--- src/rtl/wb_stage_mc.sv ---
`default_nettype none
// ============================================================================
// Module   : wb_stage_mc
// Purpose  : Multi-channel write-back stage with program-order GPR conflict
//            resolution, HI/LO write-back and a serialising debug trace FIFO.
// Revision : 1.0 - initial release
// ============================================================================
module wb_stage_mc #(
  parameter int NCH         = 2,
  parameter int DATA_W      = 32,
  parameter int RADDR_W     = 5,
  parameter int TRACE_DEPTH = 8,
  parameter int STALL_W     = 6,
  parameter int STAGE_IDX   = 4
) (
  input  logic                    clk,
  input  logic                    rst,
  input  logic [STALL_W-1:0]      stall,
  input  logic [NCH-1:0]          mem_valid,
  input  logic [NCH*32-1:0]       mem_pc,
  input  logic [NCH-1:0]          mem_rf_we,
  input  logic [NCH*RADDR_W-1:0]  mem_rf_waddr,
  input  logic [NCH*DATA_W-1:0]   mem_rf_wdata,
  input  logic                    mem_hi_we,
  input  logic                    mem_lo_we,
  input  logic [DATA_W-1:0]       mem_hi,
  input  logic [DATA_W-1:0]       mem_lo,
  output logic [NCH-1:0]          rf_we,
  output logic [NCH*RADDR_W-1:0]  rf_waddr,
  output logic [NCH*DATA_W-1:0]   rf_wdata,
  output logic                    hi_we,
  output logic                    lo_we,
  output logic [DATA_W-1:0]       hi_o,
  output logic [DATA_W-1:0]       lo_o,
  output logic                    trace_stall_req,
  output logic                    trace_ovf,
  output logic [31:0]             retire_cnt,
  output logic [31:0]             debug_wb_pc,
  output logic [3:0]              debug_wb_rf_wen,
  output logic [4:0]              debug_wb_rf_wnum,
  output logic [31:0]             debug_wb_rf_wdata
);

  localparam int c_ptr_w = $clog2(TRACE_DEPTH);
  localparam int c_cnt_w = c_ptr_w + 1;
  localparam logic [c_cnt_w-1:0] c_depth = c_cnt_w'(TRACE_DEPTH);
  localparam logic [c_cnt_w-1:0] c_nch   = c_cnt_w'(NCH);
  localparam logic [c_cnt_w-1:0] c_one   = c_cnt_w'(1);

  // Bundle register
  logic [NCH-1:0]          r_valid;
  logic [NCH*32-1:0]       r_pc;
  logic [NCH-1:0]          r_we;
  logic [NCH*RADDR_W-1:0]  r_waddr;
  logic [NCH*DATA_W-1:0]   r_wdata;
  logic                    r_hi_we;
  logic                    r_lo_we;
  logic [DATA_W-1:0]       r_hi;
  logic [DATA_W-1:0]       r_lo;
  logic                    r_fresh;

  // Trace FIFO
  logic [31:0]             r_mem_pc    [TRACE_DEPTH];
  logic [RADDR_W-1:0]      r_mem_waddr [TRACE_DEPTH];
  logic [DATA_W-1:0]       r_mem_wdata [TRACE_DEPTH];
  logic [c_ptr_w-1:0]      r_wr_ptr;
  logic [c_ptr_w-1:0]      r_rd_ptr;
  logic [c_cnt_w-1:0]      r_count;

  logic [NCH-1:0]          w_kill;
  logic [NCH-1:0]          w_enq;
  logic [c_ptr_w-1:0]      w_pos [NCH];
  logic [c_cnt_w-1:0]      w_n_enq;
  logic                    w_drop;
  logic                    w_deq;
  logic [c_cnt_w-1:0]      w_deq_ext;
  logic [c_cnt_w-1:0]      w_free;
  logic [31:0]             w_pop;
  logic                    w_unused_stall;

  assign w_unused_stall = ^stall;

  always_ff @(posedge clk) begin
    if (rst) begin
      r_valid <= '0;
      r_pc    <= '0;
      r_we    <= '0;
      r_waddr <= '0;
      r_wdata <= '0;
      r_hi_we <= 1'b0;
      r_lo_we <= 1'b0;
      r_hi    <= '0;
      r_lo    <= '0;
      r_fresh <= 1'b0;
    end else if (stall[STAGE_IDX] && !stall[STAGE_IDX+1]) begin
      r_valid <= '0;
      r_we    <= '0;
      r_hi_we <= 1'b0;
      r_lo_we <= 1'b0;
      r_fresh <= 1'b0;
    end else if (!stall[STAGE_IDX]) begin
      r_valid <= mem_valid;
      r_pc    <= mem_pc;
      r_we    <= mem_rf_we;
      r_waddr <= mem_rf_waddr;
      r_wdata <= mem_rf_wdata;
      r_hi_we <= mem_hi_we;
      r_lo_we <= mem_lo_we;
      r_hi    <= mem_hi;
      r_lo    <= mem_lo;
      r_fresh <= 1'b1;
    end else begin
      r_fresh <= 1'b0;
    end
  end

  // An older slot is suppressed when any younger slot writes the same register
  always_comb begin
    w_kill = '0;
    for (int i = 0; i < NCH; i++) begin
      for (int j = i + 1; j < NCH; j++) begin
        if (r_valid[j] && r_we[j] &&
            r_waddr[j*RADDR_W +: RADDR_W] == r_waddr[i*RADDR_W +: RADDR_W])
          w_kill[i] = 1'b1;
      end
    end
  end

  assign rf_we    = r_valid & r_we & ~w_kill;
  assign rf_waddr = r_waddr;
  assign rf_wdata = r_wdata;
  assign hi_we    = r_hi_we & r_valid[0];
  assign lo_we    = r_lo_we & r_valid[0];
  assign hi_o     = r_hi;
  assign lo_o     = r_lo;

  assign w_deq           = (r_count != '0);
  assign w_deq_ext       = w_deq ? c_one : '0;
  assign w_free          = c_depth - r_count + w_deq_ext;
  assign trace_stall_req = (c_depth - r_count) < c_nch;

  // Slots are placed in channel order; once free space runs out the rest drop
  always_comb begin
    w_n_enq = '0;
    w_drop  = 1'b0;
    w_enq   = '0;
    w_pop   = '0;
    for (int i = 0; i < NCH; i++) begin
      w_pos[i] = '0;
      w_pop    = w_pop + 32'(r_valid[i]);
      if (r_fresh && r_valid[i] && r_we[i] &&
          r_waddr[i*RADDR_W +: RADDR_W] != '0) begin
        if (w_n_enq < w_free) begin
          w_enq[i] = 1'b1;
          w_pos[i] = w_n_enq[c_ptr_w-1:0];
          w_n_enq  = w_n_enq + c_one;
        end else begin
          w_drop = 1'b1;
        end
      end
    end
  end

  always_ff @(posedge clk) begin
    for (int i = 0; i < NCH; i++) begin
      if (w_enq[i]) begin
        r_mem_pc[r_wr_ptr + w_pos[i]]    <= r_pc[i*32 +: 32];
        r_mem_waddr[r_wr_ptr + w_pos[i]] <= r_waddr[i*RADDR_W +: RADDR_W];
        r_mem_wdata[r_wr_ptr + w_pos[i]] <= r_wdata[i*DATA_W +: DATA_W];
      end
    end
  end

  always_ff @(posedge clk) begin
    if (rst) begin
      r_wr_ptr          <= '0;
      r_rd_ptr          <= '0;
      r_count           <= '0;
      trace_ovf         <= 1'b0;
      retire_cnt        <= '0;
      debug_wb_pc       <= '0;
      debug_wb_rf_wen   <= '0;
      debug_wb_rf_wnum  <= '0;
      debug_wb_rf_wdata <= '0;
    end else begin
      r_wr_ptr <= r_wr_ptr + w_n_enq[c_ptr_w-1:0];
      r_count  <= r_count + w_n_enq - w_deq_ext;
      if (w_drop)
        trace_ovf <= 1'b1;
      if (r_fresh)
        retire_cnt <= retire_cnt + w_pop;
      if (w_deq) begin
        r_rd_ptr          <= r_rd_ptr + 1'b1;
        debug_wb_pc       <= r_mem_pc[r_rd_ptr];
        debug_wb_rf_wen   <= 4'hF;
        debug_wb_rf_wnum  <= 5'(r_mem_waddr[r_rd_ptr]);
        debug_wb_rf_wdata <= 32'(r_mem_wdata[r_rd_ptr]);
      end else begin
        debug_wb_rf_wen   <= 4'h0;
      end
    end
  end

endmodule
`default_nettype wire

--- config.mk ---
export PLATFORM = sky130hd
export DESIGN_NAME = wb_stage_mc
export DESIGN_NICKNAME = d
export VERILOG_FILES = /design/src/rtl/wb_stage_mc.sv
export SDC_FILE = /design/constraint.sdc
export NUM_CORES = 1
export LEC_CHECK = 0
export ABC_AREA = 0
export BUFFER_PORTS_ARGS = -buffer_cell sky130_fd_sc_hd__buf_2
export CORE_MARGIN = 2
export CORE_UTILIZATION = 40
export DETAILED_ROUTE_END_ITERATION = 7
export GPL_ROUTABILITY_DRIVEN = 0
export PLACE_DENSITY = 0.55
export SYNTH_ARGS = -nofsm -noshare
export SYNTH_HDL_FRONTEND = slang
export SYNTH_SLANG_ARGS = --single-unit
--- constraint.sdc ---
create_clock -name clk -period 8.35 [get_ports clk]
set_input_delay 1.67 -clock clk [delete_from_list [all_inputs] [get_ports clk]]
set_output_delay 1.67 -clock clk [all_outputs]
set_load 0.05 [all_outputs]
; ---- Word-level counts from Yosys, hierarchy flattened
; Memories as Yosys holds them, arrays and structs flattened. A register that Yosys moved wholly into a read port is not among the register bits.
; Cells that the tools add are included.
[word_totals]
register_bits = 256
mem_bits_rw = 552
in_bits = 216
out_inout_bits = 249
memories = 3
[mem_list]
columns = name, depth, word_bits, rd, rd_ports_with_merged_regs, write_ports, line
row1 = r_mem_pc, 8, 32, 1, 1, 2, 63  ; logic [31:0] r_mem_pc [TRACE_DEPTH];
row2 = r_mem_wdata, 8, 32, 1, 1, 2, 65  ; logic [DATA_W-1:0] r_mem_wdata [TRACE_DEPTH];
row3 = r_mem_waddr, 8, 5, 1, 1, 2, 64  ; logic [RADDR_W-1:0] r_mem_waddr [TRACE_DEPTH];
[classes]
n_addsub = 10
n_lt_le_gt_ge = 3
n_eq_ne = 1
mux = 22
bitwise = 7
reduce_logical = 15
[ops]
columns = op, n
row1 = $add 32x2->32, 1
row2 = $mux 1, 17
row3 = $mux 4, 3
row4 = $reduce_bool 5->1, 2
row5 = $logic_and 1x1->1, 9
row6 = $add 3x3->3, 2
row7 = $mux 3, 2
row8 = $eq 5x5->1, 1
row9 = $add 4x1->4, 1
row10 = $add 4x1->4 const B, 1
row11 = $add 4x4->4, 1
row12 = $and 2x2->2, 2
row13 = $lt 1x4->1 const A, 1
row14 = $lt 4x2->1 const B, 1
row15 = $lt 4x4->1, 1
row16 = $reduce_bool 4->1, 1
row17 = $sub 4x1->4, 1
row18 = $sub 4x4->4 const A, 1
row19 = $add 3x1->3 const B, 1
row20 = $add 1x1->2, 1
row21 = $and 1x1->1, 2
row22 = $not 1->1, 2
row23 = $not 1->2, 1
row24 = $reduce_and 2->1, 1
row25 = other kinds (2), 2

; ---- Longest topological paths before layout
[depth]
depth_word = 11
depth_mapped = 23

; ---- Least setup slack after synthesis
; OpenSTA, ideal clock, no wires.
[synth_timing]
path_kind = reg2reg
from = register r_count[0]
to = memory r_mem_pc[1][0], enable pin
setup_ns = 0.431
arrival_ns = 5.818
slack_ns = 2.101
path_stages_with_launch = 24
n_path_buf = 5
synth_period_minus_slack_ns = 6.249
cell_sequence = dfxtp_1 -> inv_1 -> ha_1 -> nand2_1 -> clkbuf_1 -> clkbuf_1 -> ha_1 -> and2_1 -> xnor3_1 -> o22ai_2 -> buf_4 -> a21oi_1 -> buf_2 -> ha_1 -> nand2_1 -> inv_1 -> ha_1 -> ha_1 -> xor2_1 -> nor2_1 -> nand3_1 -> a21oi_4 -> buf_4 -> a41o_1
[synth_lines]
columns = item, line
row1 = "start, declared", 68  ; logic [c_cnt_w-1:0] r_count;
row2 = "start signal, assigned", 187  ; r_count <= r_count + w_n_enq - w_deq_ext;
row3 = "end, declared", 63

==> results.md <==
- Sequential-to-total area share from yosys stat: 0.584
- Worst R2R Start: r_count[0]$_SDFF_PP0_
- Area leader, netlist: edfxtp_1
- Count leader, synth: edfxtp_1
- Post-synth top area share: 0.420
- Proportion of layout cells with a drive suffix above 1: 0.388
- CORE AREA: 0.0980 mm2
- Flop2flop setup slack: 1.64 ns
- Post-route setup TNS: 0 ns
- Max-cap check violation count: 0
- First-pass GRT wire length: 166000 um
- Post-Syn Instances: 2639
- Type of destination of the critical path: register
- Yosys warning count: 0
- Layout Skew: 0.0288 ns
- Rows: about 120
- DP Wirelength: 63400 um
- Drt pass-1 iters: 7
- Synth Cell Area: between 0.03 and 0.04 mm2
- DR vias/cell: 5.43
- Clk buf depth: 3
- # setup viols final: 0
- Pwr dens: 269 mW/mm2
- Die area: between 0.1 and 0.15 mm2
- Most used flip-flop cell after synthesis: edfxtp_1
- Crit path time final: 6.71 ns
- #FFs+latches synth: between 800 and 900
- Hold bufs inserted after CTS: 0
- Via Count: 24000
- Class of the most critical setup path: reg2reg
- CP max stage cell: buf_4
- DIE HEIGHT: ~320 um
- Crit Path Max Fanout: 41
- # fillers: roughly 8600
- Syn nets: 2873
- RR Endpoint: r_mem_wdata[1][1]$_DFFE_PP_
- Post-synth EDFFs: about 550
- GR Overflow Total: 0
- Worst slew margin: 0.219
- Final Net Count: 3278
- TritonCTS Buffers: between 90 and 100
- Max-slew violations: 0
- Period utilisation layout: 0.804
- Worst hold path stage count: 2
- CP arrival: 7.12 ns
- Vias in the first global route: about 26000
- Worst Hold Launch: trace_ovf$_SDFFE_PP0P_
- Slowest stage delay, CP: 0.81 ns
- Worst slew pin tran: between 1 and 1.5 ns
- Leak Pwr: 17.8 nW
- Ports: 465
- Initial DRC Count: ~1300
- Port Buffers: 460
- GRT Overall Usage: 0.218
- Design Area, Final: 0.0461 mm2
- FFs w/ async S/R, synth: 0
- CP most frequent cell: ha_1
- Most frequent cells after synthesis: edfxtp_1 (552), mux2_2 (397), dfxtp_1 (322)
- DRC: 0
- Final hold violations: 0
- Die W: 318 um
- Fmax: 0.149 GHz
- Worst setup SP type: register
- Crit path buf inv count: 4
- Starting Density: 0.402
- Crit-path cells: inv_1 -> ha_1 -> nand2_4 -> ha_1 -> and2_1 -> xnor3_1 -> o22ai_2 -> a21oi_1 -> ha_1 -> nand2_1 -> inv_1 -> ha_1 -> ha_1 -> xor2_1 -> nor2_1 -> nand3_1 -> a21oi_4 -> buf_4 -> buf_4 -> mux2_2
- Area delta synth->final: 16.9%
- Reg2reg path depth: 20
- Root buf cell: clkbuf_16
- Status: finished, final reports clean
- DRT Wirelength: 111000 um
- Wirelength per Cell: 25.1 um
- Initial antenna violation count: 8
- Required @ worst endpoint: around 8.8 ns
- Largest cells by area after synthesis: edfxtp_1 (42%), dfxtp_1 (16%), mux2_2 (11%)
- Largest net degree at the start of global routing: around 180
- CTS tree: yes
- Post-DP Area: 0.0428 mm2
- Syn Area/Cell: 14.9 um2
- Reg clk slew, reported paths: 0.06 ns
- Post_cts resized: 0
- Family with the most delay on the worst path: compound AO/OA/AOI/OAI gates
- Worst-Skew Late Latency: 0.68 ns
- Distinct cells, synth: 48
- H-Tree Level Count: 3
- Final ANT Viol Nets: 0
- HP Class: reg2reg
- RSZ-0062 raised after global routing: false
- Hold endpoint: trace_ovf$_SDFFE_PP0P_
- CTS sink cnt: 874
- Setup repair bufs after CTS: 0
- VDD IR-drop max: 214 uV
cells in the final DEF, fill, tap and decap left out, types with 4 or more instances in the layout:
master     synthesis  routed
or3_1              9       9
nand3_1           16      16
nand2b_1           6       6
ha_1              15      15
buf_4             62      35
clkbuf_16          0     100
xnor2_1           20      20
a21oi_1           23      22
clkbuf_8           0      19
buf_12             0       4
xor2_1            11      11
and3_1             4       4
clkinv_2           0      17
a21oi_4            8       8
nand2_1           17      16
clkbuf_1          82      30
diode_2            0       6
inv_1             24      24
a41o_4             0       6
nor2b_1            8       8
bufinv_16          0       5
mux2i_1          273     273
mux2_2           397     397
inv_6              0       4
and2_1             4       4
a211oi_1          70      70
mux4_2           138     138
edfxtp_1         552     552
buf_2             14     458
mux2_1           158     158
dfxtp_1          322     319
nand4_1            5       5
nor3_1             5       5
nor2_1           308     308
o21ai_0            7       7
nor4_1             7       7
a21bo_2            4       4
nand3b_1           6       6
metrics by stage:
stage	total power [mW]	setup slack (ns)	std cells	hold slack [ns]	utilization
global route	12.9	1.27	4421	0.493	0.470
floorplan	7.39	2.10	2639	0.443	-
CTS	12.5	1.71	4415	0.473	0.470
finish	12.4	1.64	4421	0.469	0.470
detailed placement	8.23	1.74	4233	0.466	0.437
global placement	8.19	1.88	4233	0.440	0.437
layout make-up:
class                           instances  area (um2)  share of cell area
Clock buffer                          149        2880              0.0624
Tap cell                             1287        1610              0.0349
Inverter                               24        90.1             0.00196
Sequential cell                       874       23000               0.500
Multi-Input combinational cell       1549       15400               0.335
Antenna cell                            6        15.0            0.000326
Timing Repair Buffer                  499        2670              0.0578
Clock inverter                         33         344             0.00747
worst reg2reg max path: stages (launching register included):
cell	delay, ns
dfxtp_1	0.47
inv_1	0.09
ha_1	0.30
nand2_4	0.11
ha_1	0.15
and2_1	0.19
xnor3_1	0.25
o22ai_2	0.80
a21oi_1	0.62
ha_1	0.38
nand2_1	0.10
inv_1	0.08
ha_1	0.19
ha_1	0.22
xor2_1	0.18
nor2_1	0.20
nand3_1	0.14
a21oi_4	0.15
buf_4	0.53
buf_4	0.84
mux2_2	0.48
metal layers:
metal,part of all wire,vias to the layer above,track usage
met4,0.033,0,0.0830
met3,0.041,198,0.0338
met1,0.42,12300,0.274
met2,0.50,571,0.377
li1,-,10900,-
met5,0,-,0
cell families (layout without fill, tap and decap cells):
group                    after synthesis  count (layout)  synth area share
buffers and inverters                216             705            0.0269
XOR/XNOR                              32              32           0.00746
multiplexers                         966             966             0.307
AND/OR/NAND/NOR                      405             405            0.0438
flip-flops                           874             874             0.584
other                                  0               6                 0
adder cells (fa/ha/maj)               18              18           0.00628
AO/OA/AOI/OAI                        128             128            0.0250
worst max path at each step:
stage | startpoint | endpoint | slack (ns) | cells past startpoint
floorplan | r_count[0]$_SDFF_PP0_ | r_mem_pc[1][0]$_DFFE_PP_ | 2.10 | 23
global placement | r_count[0]$_SDFF_PP0_ | r_mem_wdata[1][7]$_DFFE_PP_ | 1.88 | 20
detailed placement | r_count[0]$_SDFF_PP0_ | r_mem_wdata[1][1]$_DFFE_PP_ | 1.74 | 20
CTS | r_count[0]$_SDFF_PP0_ | r_mem_wdata[1][1]$_DFFE_PP_ | 1.71 | 20
global route | r_count[0]$_SDFF_PP0_ | r_mem_wdata[1][19]$_DFFE_PP_ | 1.27 | 20
finish | r_count[0]$_SDFF_PP0_ | r_mem_wdata[1][1]$_DFFE_PP_ | 1.64 | 20
where the power goes:
part | leakage, nW | total [mW] | switching [mW] | internal [mW]
logic | 8.50 | 2.92 | 1.87 | 1.04
registers | 7.73 | 5.17 | 0.326 | 4.84
clock network | 1.59 | 4.29 | 1.76 | 2.53
total | 17.8 | 12.4 | 3.96 | 8.42
state kept, by name (all words and copies together) (netlist names), 2 cells and up:
| name | count |
|---|---|
| rf_wdata | 64 |
| hi_o | 32 |
| r_mem_wdata | 256 |
| r_pc | 64 |
| lo_o | 32 |
| debug_wb_pc | 32 |
| retire_cnt | 32 |
| r_rd_ptr | 3 |
| r_count | 4 |
| r_we | 2 |
| r_valid | 2 |
| r_mem_pc | 256 |
| rf_waddr | 10 |
| debug_wb_rf_wnum | 5 |
| debug_wb_rf_wdata | 32 |
| r_wr_ptr | 3 |
| r_mem_waddr | 40 |
Power figures use the tool's default switching activity.
